--- config.mk ---
export PLATFORM = sky130hd
export DESIGN_NAME = mem_issue_sched
export DESIGN_NICKNAME = d
export VERILOG_FILES = /design/src/rtl/memq_pkg.sv /design/src/rtl/memq_fifo.sv /design/src/rtl/mem_issue_sched.sv
export SDC_FILE = /design/constraint.sdc
export NUM_CORES = 1
export LEC_CHECK = 0
export ABC_AREA = 1
export BUFFER_PORTS_ARGS = -buffer_cell sky130_fd_sc_hd__buf_2
export CORE_UTILIZATION = 30
export DETAILED_ROUTE_END_ITERATION = 8
export PLACE_DENSITY_LB_ADDON = 0.25
export SLEW_MARGIN = 10
export SYNTH_ARGS = -nofsm -noshare
export SYNTH_HDL_FRONTEND = slang
export SYNTH_HIERARCHICAL = 1
export SYNTH_SLANG_ARGS = --single-unit
--- constraint.sdc ---
create_clock -name clk -period 3.5 [get_ports clk]
set_clock_uncertainty 0.1 [all_clocks]
set_input_delay 0.525 -clock clk [delete_from_list [all_inputs] [get_ports clk]]
set_output_delay 0.525 -clock clk [all_outputs]
set_load 0.1 [all_outputs]
--- src/rtl/memq_pkg.sv ---
// memq_pkg: shared types and constants for the memory issue scheduler.
//  memq_entry_t  : one buffered load/store op (robid, wbs, flags, operand, addr, data)
//  memq_state_e  : issue FSM states
//  STORE_BIT     : flags bit that marks a store (1) versus a load (0)
//  MMIO_SW_LO/HI : switch MMIO addresses; such ops pass through untouched
package memq_pkg;

  localparam int         STORE_BIT  = 1;
  localparam logic [7:0] MMIO_SW_LO = 8'd254;
  localparam logic [7:0] MMIO_SW_HI = 8'd253;

  typedef struct packed {
    logic [3:0] robid;
    logic [7:0] wbs;
    logic [7:0] flags;
    logic [7:0] operand;
    logic [7:0] addr;
    logic [7:0] data;
  } memq_entry_t;

  localparam memq_entry_t ENTRY_ZERO = '{
    robid:   4'd0,
    wbs:     8'd0,
    flags:   8'd0,
    operand: 8'd0,
    addr:    8'd0,
    data:    8'd0
  };

  typedef enum logic [2:0] {
    EMPTY   = 3'd0,
    HEAD    = 3'd1,
    ST_WAIT = 3'd2,
    ISSUE   = 3'd3,
    COOL    = 3'd4
  } memq_state_e;

  // True when the entry is a store (must wait to become non-speculative).
  function automatic logic is_store(input memq_entry_t e);
    return e.flags[STORE_BIT];
  endfunction

endpackage

--- src/rtl/memq_fifo.sv ---
// memq_fifo: DEPTH-entry circular buffer of memq_entry_t with occupancy count.
// Ports:
//  clk, rst (async active-low), flush (sync clear of pointers/count)
//  push/wr_entry : write request; ignored when full or flushing
//  pop           : release head entry; ignored when empty or flushing
//  rd_entry      : current head entry (valid when !empty)
//  count/full/empty : occupancy status
module memq_fifo
  import memq_pkg::*;
#(
  parameter int DEPTH = 4,
  parameter int OCC_W = $clog2(DEPTH) + 1
) (
  input  logic             clk,
  input  logic             rst,
  input  logic             flush,
  input  logic             push,
  input  logic             pop,
  input  memq_entry_t      wr_entry,
  output memq_entry_t      rd_entry,
  output logic [OCC_W-1:0] count,
  output logic             full,
  output logic             empty
);

  localparam int               PTR_W   = $clog2(DEPTH);
  localparam logic [PTR_W-1:0] PTR_ONE = PTR_W'(1);
  localparam logic [OCC_W-1:0] OCC_ONE = OCC_W'(1);
  localparam logic [OCC_W-1:0] OCC_MAX = OCC_W'(DEPTH);

  memq_entry_t      mem_r [DEPTH];
  logic [PTR_W-1:0] wr_ptr_r;
  logic [PTR_W-1:0] rd_ptr_r;
  logic [OCC_W-1:0] count_r;
  logic             full_s;
  logic             empty_s;
  logic             push_ok_s;
  logic             pop_ok_s;

  // Status decode and accepted push/pop qualification.
  always_comb begin
    full_s    = (count_r == OCC_MAX);
    empty_s   = (count_r == {OCC_W{1'b0}});
    // A full queue never accepts, even if the head leaves on the same edge.
    push_ok_s = push && !full_s && !flush;
    pop_ok_s  = pop && !empty_s && !flush;
  end

  // Entry storage; only accepted pushes write.
  always_ff @(posedge clk or negedge rst) begin
    if (!rst) begin
      for (int i = 0; i < DEPTH; i++) begin
        mem_r[i] <= ENTRY_ZERO;
      end
    end else if (push_ok_s) begin
      mem_r[wr_ptr_r] <= wr_entry;
    end
  end

  // Pointers wrap naturally (DEPTH is a power of two); count tracks occupancy.
  always_ff @(posedge clk or negedge rst) begin
    if (!rst) begin
      wr_ptr_r <= {PTR_W{1'b0}};
      rd_ptr_r <= {PTR_W{1'b0}};
      count_r  <= {OCC_W{1'b0}};
    end else if (flush) begin
      wr_ptr_r <= {PTR_W{1'b0}};
      rd_ptr_r <= {PTR_W{1'b0}};
      count_r  <= {OCC_W{1'b0}};
    end else begin
      if (push_ok_s) begin
        wr_ptr_r <= wr_ptr_r + PTR_ONE;
      end
      if (pop_ok_s) begin
        rd_ptr_r <= rd_ptr_r + PTR_ONE;
      end
      case ({push_ok_s, pop_ok_s})
        2'b10:   count_r <= count_r + OCC_ONE;
        2'b01:   count_r <= count_r - OCC_ONE;
        default: count_r <= count_r;
      endcase
    end
  end

  assign rd_entry = mem_r[rd_ptr_r];
  assign count    = count_r;
  assign full     = full_s;
  assign empty    = empty_s;

endmodule

--- src/rtl/mem_issue_sched.sv ---
// mem_issue_sched: in-order issue scheduler in front of the RAM functional unit.
// Buffers dispatched loads/stores and issues one op at a time to the FU.
// Loads issue as soon as they reach the head; stores wait until their ROB id
// is the ROB head. flush discards every buffered op.
// Ports:
//  clk, rst (async active-low), flush (sync squash)
//  in_valid/in_ready, in_robid, in_wbs, in_flags, in_operand, in_addr, in_data : dispatch side
//  rob_head_valid, rob_head_id : ROB head for store commit gating
//  fu_busy : FU stall; fu_transmit + fu_robid/wbs/flags/operand/depvals : issue side
//  count : occupancy; perf_st_wait / perf_fu_stall : perf counters
// Configuration: define MEMQ_PERF_EN to build the saturating perf counters;
// otherwise perf_st_wait and perf_fu_stall are tied to zero.
module mem_issue_sched
  import memq_pkg::*;
#(
  parameter int DEPTH = 4,
  parameter int CNT_W = 16
) (
  input  logic                       clk,
  input  logic                       rst,
  input  logic                       flush,
  input  logic                       in_valid,
  output logic                       in_ready,
  input  logic [3:0]                 in_robid,
  input  logic [7:0]                 in_wbs,
  input  logic [7:0]                 in_flags,
  input  logic [7:0]                 in_operand,
  input  logic [7:0]                 in_addr,
  input  logic [7:0]                 in_data,
  input  logic                       rob_head_valid,
  input  logic [3:0]                 rob_head_id,
  input  logic                       fu_busy,
  output logic                       fu_transmit,
  output logic [3:0]                 fu_robid,
  output logic [7:0]                 fu_wbs,
  output logic [7:0]                 fu_flags,
  output logic [7:0]                 fu_operand,
  output logic [1:0][7:0]            fu_depvals,
  output logic [$clog2(DEPTH):0]     count,
  output logic [CNT_W-1:0]           perf_st_wait,
  output logic [CNT_W-1:0]           perf_fu_stall
);

  localparam int OCC_W = $clog2(DEPTH) + 1;

  memq_entry_t      wr_entry_s;
  memq_entry_t      head_s;
  logic [OCC_W-1:0] count_s;
  logic             full_s;
  logic             empty_s;
  logic             push_s;
  logic             is_store_s;
  logic             rob_match_s;
  logic             can_issue_s;
  logic             eval_s;
  logic             issue_now_s;

  memq_state_e      state_r;
  logic             fu_transmit_r;
  logic [3:0]       fu_robid_r;
  logic [7:0]       fu_wbs_r;
  logic [7:0]       fu_flags_r;
  logic [7:0]       fu_operand_r;
  logic [1:0][7:0]  fu_depvals_r;

  // Pack the dispatch payload; MMIO addresses are forwarded unchanged.
  always_comb begin
    wr_entry_s.robid   = in_robid;
    wr_entry_s.wbs     = in_wbs;
    wr_entry_s.flags   = in_flags;
    wr_entry_s.operand = in_operand;
    wr_entry_s.addr    = in_addr;
    wr_entry_s.data    = in_data;
  end

  memq_fifo #(
    .DEPTH (DEPTH),
    .OCC_W (OCC_W)
  ) u_fifo (
    .clk      (clk),
    .rst      (rst),
    .flush    (flush),
    .push     (push_s),
    .pop      (issue_now_s),
    .wr_entry (wr_entry_s),
    .rd_entry (head_s),
    .count    (count_s),
    .full     (full_s),
    .empty    (empty_s)
  );

  // Issue decision for the head entry.
  always_comb begin
    push_s      = in_valid && !full_s && !flush;
    is_store_s  = is_store(head_s);
    rob_match_s = rob_head_valid && (rob_head_id == head_s.robid);
    can_issue_s = !fu_busy && (!is_store_s || rob_match_s);
    // COOL also evaluates the next head so back-to-back ops go out every 2 cycles.
    if ((state_r == HEAD) || (state_r == ST_WAIT) || (state_r == COOL)) begin
      eval_s = !empty_s;
    end else begin
      eval_s = 1'b0;
    end
    issue_now_s = eval_s && can_issue_s && !flush;
  end

  // Issue FSM with registered FU payload (payload zero outside the strobe cycle).
  always_ff @(posedge clk or negedge rst) begin
    if (!rst) begin
      state_r       <= EMPTY;
      fu_transmit_r <= 1'b0;
      fu_robid_r    <= 4'd0;
      fu_wbs_r      <= 8'd0;
      fu_flags_r    <= 8'd0;
      fu_operand_r  <= 8'd0;
      fu_depvals_r  <= 16'd0;
    end else if (flush) begin
      state_r       <= EMPTY;
      fu_transmit_r <= 1'b0;
      fu_robid_r    <= 4'd0;
      fu_wbs_r      <= 8'd0;
      fu_flags_r    <= 8'd0;
      fu_operand_r  <= 8'd0;
      fu_depvals_r  <= 16'd0;
    end else begin
      case (state_r)
        EMPTY: begin
          if (push_s || !empty_s) begin
            state_r <= HEAD;
          end else begin
            state_r <= EMPTY;
          end
        end
        HEAD: begin
          if (issue_now_s) begin
            state_r <= ISSUE;
          end else if (is_store_s && !rob_match_s) begin
            state_r <= ST_WAIT;
          end else begin
            state_r <= HEAD;
          end
        end
        ST_WAIT: begin
          if (issue_now_s) begin
            state_r <= ISSUE;
          end else if (rob_match_s) begin
            // Store is now at ROB head but the FU is busy.
            state_r <= HEAD;
          end else begin
            state_r <= ST_WAIT;
          end
        end
        ISSUE: begin
          // FU busy reacts one cycle late, so always idle one cycle.
          state_r <= COOL;
        end
        COOL: begin
          if (issue_now_s) begin
            state_r <= ISSUE;
          end else if (!empty_s || push_s) begin
            state_r <= HEAD;
          end else begin
            state_r <= EMPTY;
          end
        end
        default: state_r <= EMPTY;
      endcase

      fu_transmit_r <= issue_now_s;
      if (issue_now_s) begin
        fu_robid_r    <= head_s.robid;
        fu_wbs_r      <= head_s.wbs;
        fu_flags_r    <= head_s.flags;
        fu_operand_r  <= head_s.operand;
        fu_depvals_r  <= {head_s.addr, head_s.data};
      end else begin
        fu_robid_r    <= 4'd0;
        fu_wbs_r      <= 8'd0;
        fu_flags_r    <= 8'd0;
        fu_operand_r  <= 8'd0;
        fu_depvals_r  <= 16'd0;
      end
    end
  end

`ifdef MEMQ_PERF_EN
  logic [CNT_W-1:0] perf_st_wait_r;
  logic [CNT_W-1:0] perf_fu_stall_r;
  logic             fu_only_block_s;

  // Head would issue were it not for fu_busy.
  always_comb begin
    fu_only_block_s = eval_s && fu_busy && (!is_store_s || rob_match_s);
  end

  // Saturating perf counters; cleared by reset only, never by flush.
  always_ff @(posedge clk or negedge rst) begin
    if (!rst) begin
      perf_st_wait_r  <= {CNT_W{1'b0}};
      perf_fu_stall_r <= {CNT_W{1'b0}};
    end else begin
      if ((state_r == ST_WAIT) && (perf_st_wait_r != {CNT_W{1'b1}})) begin
        perf_st_wait_r <= perf_st_wait_r + {{(CNT_W-1){1'b0}}, 1'b1};
      end
      if (fu_only_block_s && (perf_fu_stall_r != {CNT_W{1'b1}})) begin
        perf_fu_stall_r <= perf_fu_stall_r + {{(CNT_W-1){1'b0}}, 1'b1};
      end
    end
  end

  assign perf_st_wait  = perf_st_wait_r;
  assign perf_fu_stall = perf_fu_stall_r;
`else
  assign perf_st_wait  = {CNT_W{1'b0}};
  assign perf_fu_stall = {CNT_W{1'b0}};
`endif

  assign in_ready    = !full_s;
  assign count       = count_s;
  assign fu_transmit = fu_transmit_r;
  assign fu_robid    = fu_robid_r;
  assign fu_wbs      = fu_wbs_r;
  assign fu_flags    = fu_flags_r;
  assign fu_operand  = fu_operand_r;
  assign fu_depvals  = fu_depvals_r;

endmodule
==> results of run 1 <==
==> final timing paths <==
check	cells after the start	end	from
setup / recovery	16	u_fifo/count[2]	u_fifo/rd_ptr_r[0]
hold / removal	2	state_r[0]	flush
setup reg to reg	16	u_fifo/count[2]	u_fifo/rd_ptr_r[0]
hold reg to reg	1	state_r[2]	state_r[2]
max in group asynchronous	3	u_fifo/mem_r[138]	rst
min in group asynchronous	2	fu_robid[2]	rst
==> state kept, by name, indices dropped and copies added, names as in the netlist <==
signal and flops:
fu_depvals 16, fu_robid 4, fu_operand 8, fu_transmit 1, fu_wbs 8, fu_flags 8
state_r 3, u_fifo/count 3, u_fifo/mem_r 176, u_fifo/rd_ptr_r 2, u_fifo/wr_ptr_r 2
==> area by class of cell <==
cell class / count / area (sq um)
Fill cell: 3639 / 22700
Sequential cell: 231 / 5790
Multi-Input combinational cell: 728 / 3800
Clock buffer: 36 / 737
Timing Repair Buffer: 117 / 664
Tap cell: 455 / 569
Inverter: 111 / 428
Clock inverter: 4 / 23.8
==> critical path, cell delays in order (launching register included) <==
cell and delay, ns:
dfrtp_4 0.59, clkinv_2 0.25, buf_4 0.27, o21ai_0 0.11, o22ai_1 0.35, a21oi_4 0.13
nand2_1 0.13, nor2_1 0.07, nand2_1 0.08, inv_1 0.05, fa_1 0.38, xnor2_1 0.21
inv_1 0.06, nand2_1 0.06, nand2_1 0.05, nand2_1 0.06, nand2_1 0.04
==> power groups by stage <==
stage | Sequential, mW | Combinational, mW | Clock, mW
2_1_floorplan | 3.70 | 1.26 | 0
3_5_place_dp | 3.57 | 1.77 | 0
6_report | 3.53 | 1.74 | 2.48
4_1_cts | 3.52 | 1.77 | 2.57
3_3_place_gp | 3.56 | 1.75 | 0
5_1_grt | 3.60 | 1.97 | 2.68
==> timing repair <==
| item | 4_1_cts | 5_1_grt |
|---|---|---|
| resized for setup | 0 | 1 |
| endpoints found under the setup margin | 0 | 1 |
| hold buffers | 1 | 0 |
| hold endpoints to repair | 48 | 0 |
==> cell usage in the layout (no fill, tap or decap), types with 22 or more instances in the layout <==
cell type and count:
o22ai_1 44, inv_1 105, nand2_2 34, o21ai_2 31, nand2_1 175, nor2_2 22, buf_2 101, clkbuf_16 25
dfrtp_1 228, conb_1 32, nor2_1 98, o21ai_0 188, o21ai_1 49
==> logic make-up after synthesis <==
logic type,after synthesis,synth area share [%]
compound gates,320,16.9
fa+ha+maj,5,0.660
buf+inv,210,10.8
xor+xnor,2,0.165
other cells,1,0.0353
simple gates,369,17.0
flops,231,54.5
==> per-layer routing <==
layer	wire [um]	track usage (%)	up-vias
met2	11500	23.1	138
met3	1030	2.31	33
met1	12300	20.4	3634
li1	-	-	3751
met5	0	0	-
met4	421	3.23	0
==> stage by stage <==
step | util, % | power, mW | cell area (sq um) | cells | worst slack, ns
after floorplan | - | 4.96 | 10700 | 1169 | 0.0374
after global placement | 32.4 | 5.31 | 11200 | 1641 | 0.432
after detailed placement | 32.4 | 5.34 | 11200 | 1641 | 0.354
after CTS | 34.6 | 7.87 | 12000 | 1682 | 0.337
after global routing | 34.6 | 8.25 | 12000 | 1682 | 0.000240
final | 34.6 | 7.75 | 12000 | 1682 | 0.391
==> metrics.md, run 1 <==
| Metric | Value |
|---|---|
| Share of the synthesized area in the top cell type | 54.5% |
| Die footprint | 36100 sq um |
| Worst-path clk slew | 0.06 ns |
| DRC errors left | 0 |
| Synthesis-to-layout area growth | 13.2% |
| Initial DRT Pass Iterations | 5 |
| Post-route clock period utilization | 88.8% |
| First-pass GRT wire length | 41.7 mm |
| Max-slew violation count | 0 |
| Wire length per cell | 15.0 um |
| Die H | 190 um |
| Worst Tran Pin Value | 1.04 ns |
| RSZ-0062 raised after global routing | false |
| Final GP Congestion | 0.735 |
| Top_reg_cell synth | dfrtp_1 |
| Postcts setup bufs | 0 |
| Total CTS buffers | 25 |
| Wirelength, routed | 25.3 mm |
| GR Overflow Total | 0 |
| Register share of total power | 45.5% |
| Synth Warn # | 6 |
| Synth Register Bits | 231 |
| MaxCap Viol Count | 0 |
| HP Class | in2reg |
| Total track usage | 14.4% |
| Fmax | 322 MHz |
| Skew-Pair Late Insertion Delay | 0.52 ns |
| Post-synth top cells | dfrtp_1, o21ai_0, nand2_1 |
| CP Max Fanout | 22 |
| Cell Area, Synth | 10600 sq um |
| Number of H-tree levels | 1 |
| Mean Syn Cell Area | 9.32 sq um |
| Row count | 68 |
| Vias/cell | 4.49 |
| Buffers on Ports | 102 |
| Sum of negative setup slack | 0 ns |
| Clk pwr share | 32.0% |
| Count leader, synth | dfrtp_1 |
| # nets final | 1273 |
| Critical path capture point type | flip-flop |
| Number of flops mapped to enable cells by yosys | 0 |
| Final HPWL from detailed placement | 15.3 mm |
| Die Wd | 190 um |
| Hold_ws | 0.189 ns |
| DR iter-0 viols | 376 |
| Final setup vio count | 0 |
| Async set-reset flop share out of synthesis | 100% |
| Max_slew headroom | 30.9% |
| CTS tree | yes |
| Minimum clock period | 3.11 ns |
| Startpoint types | flip-flop |
| Internal power | 5.21 mW |
| Yosys cell types | 36 |
| Vias in the first global route | 7499 |
| R2r setup slk | 0.39 ns |
| Synth top area cells | dfrtp_1, o21ai_0, nand2_1 |
| Path type of the worst setup path | reg2reg |
| CTS Root Cell | clkbuf_16 |
| Share of layout cells above drive strength 1 | 22.7% |
| Via count | 7556 |
| Initial antenna violation count | 0 |
| CP Data Arrival Time | 3.42 ns |
| Cell count after synthesis | 1138 |
| Leakage Power | 5.97 nW |
| Area leader, netlist | dfrtp_1 |
| CTS Buffer Depth | 3 |
| Final hold vios | 0 |
| Outcome | finished, final reports clean |
| Required time of the critical path | 3.81 ns |
| Switching pwr | 2.54 mW |
| CTS sink cnt | 231 |
| Largest net degree at the start of global routing | 95 |
| Logic pwr share | 22.5% |
| # diodes | 0 |
| Worst vdd ir | 0.361 mV |
| Initial Utilization | 30.6% |
| Core area | 34700 sq um |
| Cell Pwr Density | 645 nW/um^2 |
| Sequential fraction of the synthesis area | 54.5% |
| Antenna Nets Post-Route | 0 |
| Num ports | 135 |
| Sw Ratio | 32.8% |
(Power assumes the default switching activity.)
==> run 2, diff against run 1 <==
- CELL_PAD_IN_SITES_DETAIL_PLACEMENT: unset -> 1
- CELL_PAD_IN_SITES_GLOBAL_PLACEMENT: unset -> 2
==> run 2 against run 1 <==
Net effect:
- sequential power about the same
- critical path depth is 4 higher
- cell area is 1.6% higher
- sequential cell count did not move
- register-to-register slack improved by 0.03 ns
- worst hold slack better by 0.0013 ns
- first-iteration DRC count is 3.7% lower
- combinational power is essentially flat
- non-clock buffer count is 2 higher
- die area is the same
- global-route usage is 1.4 points higher
- largest power group unchanged
- highest routed layer unchanged
==> metrics.md, run 2 (synthesis results as in run 1) <==
| Metric | Value |
|---|---|
| Outcome | finished, final reports clean |
| Reg-to-reg startpoint | u_fifo/rd_ptr_r[0] |
| Sum of negative setup slack | 0 ns (unchanged) |
| Minimum clock period | 3.08 ns (-0.0322 ns) |
| Most common cell after layout, fill and taps aside | dfrtp_1 |
| Initial Utilization | 30.6% (unchanged) |
| Worst vdd ir | 0.343 mV (-5.0%) |
| Internal power | 5.58 mW (+7.2%) |
| Initial antenna violation count | 0 (unchanged) |
| Die H | 190 um (unchanged) |
| Total CTS buffers | 27 (+8.0%) |
| Final setup vio count | 0 (unchanged) |
| CP endpoint | u_fifo/count[2] |
| Logic pwr share | 21.6% (-0.9 points) |
| Die Wd | 190 um (unchanged) |
| DR iter-0 viols | 362 (-3.7%) |
| Buffers on Ports | 102 (unchanged) |
| Post_cts resized | 0 (unchanged) |
| HP Class | in2reg |
| R2R cell count | 20 (+4) |
| Placed cell count | 1643 (+0.12%) |
| Synthesis-to-layout area growth | 15.0% |
| Path type of the worst setup path | reg2reg |
| Core area | 34700 sq um (unchanged) |
| PnR Total Power | 8.23 mW (+6.2%) |
| Row count | 68 (unchanged) |
| First-pass GRT wire length | 45.6 mm (+9.2%) |
| # nets final | 1277 (+0.31%) |
| Largest net degree at the start of global routing | 89 (-6.3%) |
| Leakage Power | 6.06 nW (+1.5%) |
| CP Max Fanout | 23 (+4.5%) |
| Clk pwr share | 35.5% (+3.5 points) |
| Initial DRT Pass Iterations | 4 (-1) |
| Wirelength, routed | 27.4 mm (+8.4%) |
| Fmax | 325 MHz (+1.0%) |
| Share of layout cells above drive strength 1 | 23.1% (+0.46 points) |
| Worst-path clk slew | 0.06 ns (about the same) |
| Switching pwr | 2.65 mW (+4.0%) |
| Required time of the critical path | 3.83 ns (+0.02 ns) |
| Sw Ratio | 32.1% (-0.67 points) |
| # diodes | 0 (unchanged) |
| Register share of total power | 43.0% (-2.5 points) |
| Wire length per cell | 16.2 um (+7.7%) |
| Die footprint | 36100 sq um (unchanged) |
| Final HPWL from detailed placement | 16.5 mm (+7.8%) |
| Crit path from | u_fifo/rd_ptr_r[0] |
| CTS tree | yes |
| Startpoint types | flip-flop |
| Max_slew headroom | 36.5% (+5.7 points) |
| Most frequent cells in the layout | dfrtp_1, o21ai_0, nand2_1 |
| MaxCap Viol Count | 0 (unchanged) |
| Post-route clock period utilization | 87.9% (-0.92 points) |
| CTS Root Cell | clkbuf_16 |
| Cell Pwr Density | 675 nW/um^2 (+4.5%) |
| Top reg by flops | u_fifo/mem_r |
| Max FFs per register | 176 (unchanged) |
| Number of H-tree levels | 1 (unchanged) |
| CTS sink cnt | 231 (unchanged) |
| DRC errors left | 0 (unchanged) |
| Vias in the first global route | 8079 (+7.7%) |
| Final GP Congestion | 0.703 (-4.2%) |
| CP Data Arrival Time | 3.41 ns (about the same) |
| Post-route insts no fill | 1692 (+0.59%) |
| CTS Buffer Depth | 3 (unchanged) |
| RSZ-0062 raised after global routing | false |
| Skew-Pair Late Insertion Delay | 0.54 ns (+0.02 ns) |
| Postcts setup bufs | 0 (unchanged) |
| Worst Tran Pin Value | 0.952 ns (-0.0851 ns) |
| GR Overflow Total | 0 (unchanged) |
| Via count | 7673 (+1.5%) |
| R2r setup slk | 0.42 ns (+0.03 ns) |
| Final hold vios | 0 (unchanged) |
| Vias/cell | 4.53 (+0.95%) |
| Num ports | 135 (unchanged) |
| Critical path capture point type | flip-flop |
| Total track usage | 15.8% (+1.4 points) |
| Antenna Nets Post-Route | 0 (unchanged) |
| Worst R2R End | u_fifo/count[2] |
| Max-slew violation count | 0 (unchanged) |
## run 2: changes by cell type in the layout (fill, tap and decap cells not counted)
cell,delta
buf_6,-1
clkbuf_8,+2
clkbuf_1,+2
buf_12,+1
buf_4,+2
bufinv_16,+3
clkbuf_16,+2
clkinv_4,-1
## run 2: power by group through the flow
stage / Clock, mW / Combinational, mW / Sequential [mW]
5_1_grt: 3.11 / 2.01 / 3.61
6_report: 2.92 / 1.77 / 3.54
2_1_floorplan: 0 / 1.26 / 3.70
3_3_place_gp: 0 / 1.77 / 3.57
3_5_place_dp: 0 / 1.80 / 3.58
4_1_cts: 3.00 / 1.81 / 3.54
## run 2: metrics by stage
| stage | worst slack, ns | hold WS [ns] | area, sq um | utilization [%] |
|---|---|---|---|---|
| final | 0.423 | 0.190 | 12200 | 35.1 |
| after global routing | 0.0362 | 0.206 | 12200 | 35.1 |
| after CTS | 0.360 | 0.174 | 12200 | 35.1 |
| after detailed placement | 0.376 | 0.356 | 11300 | 32.4 |
| after global placement | 0.476 | 0.342 | 11300 | 32.4 |
| after floorplan | 0.0374 | 0.129 | 10700 | - |
## run 2: worst min-delay path by stage
stage,from,depth (start not counted),to,slack [ns]
after floorplan,rst,0,fu_depvals[0],0.13
after global placement,state_r[2],1,state_r[2],0.34
after detailed placement,state_r[2],1,state_r[2],0.36
after CTS,in_wbs[0],3,u_fifo/mem_r[164],0.17
after global routing,in_wbs[0],3,u_fifo/mem_r[164],0.21
final,in_wbs[0],3,u_fifo/mem_r[164],0.19
## run 2: what timing repair did
item / CTS / global route
endpoints found under the hold margin: 73 / 0
endpoints found under the setup margin: 0 / 0
hold buffers: 1 / 0
## run 2: routing by layer
metal	up-vias	wire length [um]	GRT usage [%]
met5	-	0	0
met4	0	469	3.60
met1	3756	13500	22.5
li1	3757	-	-
met3	38	1220	2.75
met2	122	12300	25.0
## run 2: critical path, cell delays in order (launching register included)
cell and delay [ns]:
dfrtp_4 0.54, clkinv_2 0.26, o21ai_0 0.13, o22ai_1 0.26
inv_2 0.08, nand2_1 0.07, nand2_1 0.06, nor2_2 0.12
nand3_4 0.14, a21oi_4 0.21, nand2_1 0.13, nor2_1 0.14
nand2_1 0.08, inv_1 0.07, fa_1 0.17, xnor2_1 0.14
inv_1 0.06, nand2_1 0.07, nand2_1 0.05, nand2_1 0.06
nand2_1 0.04
## run 2: layout make-up
cell class / instances / area, sq um
fill: 4034 / 22500
inverter: 111 / 428
tap: 455 / 569
clock buffer: 42 / 822
multi-input combinational: 728 / 3800
timing repair buffer: 119 / 688
clock inverter: 6 / 105
sequential: 231 / 5790
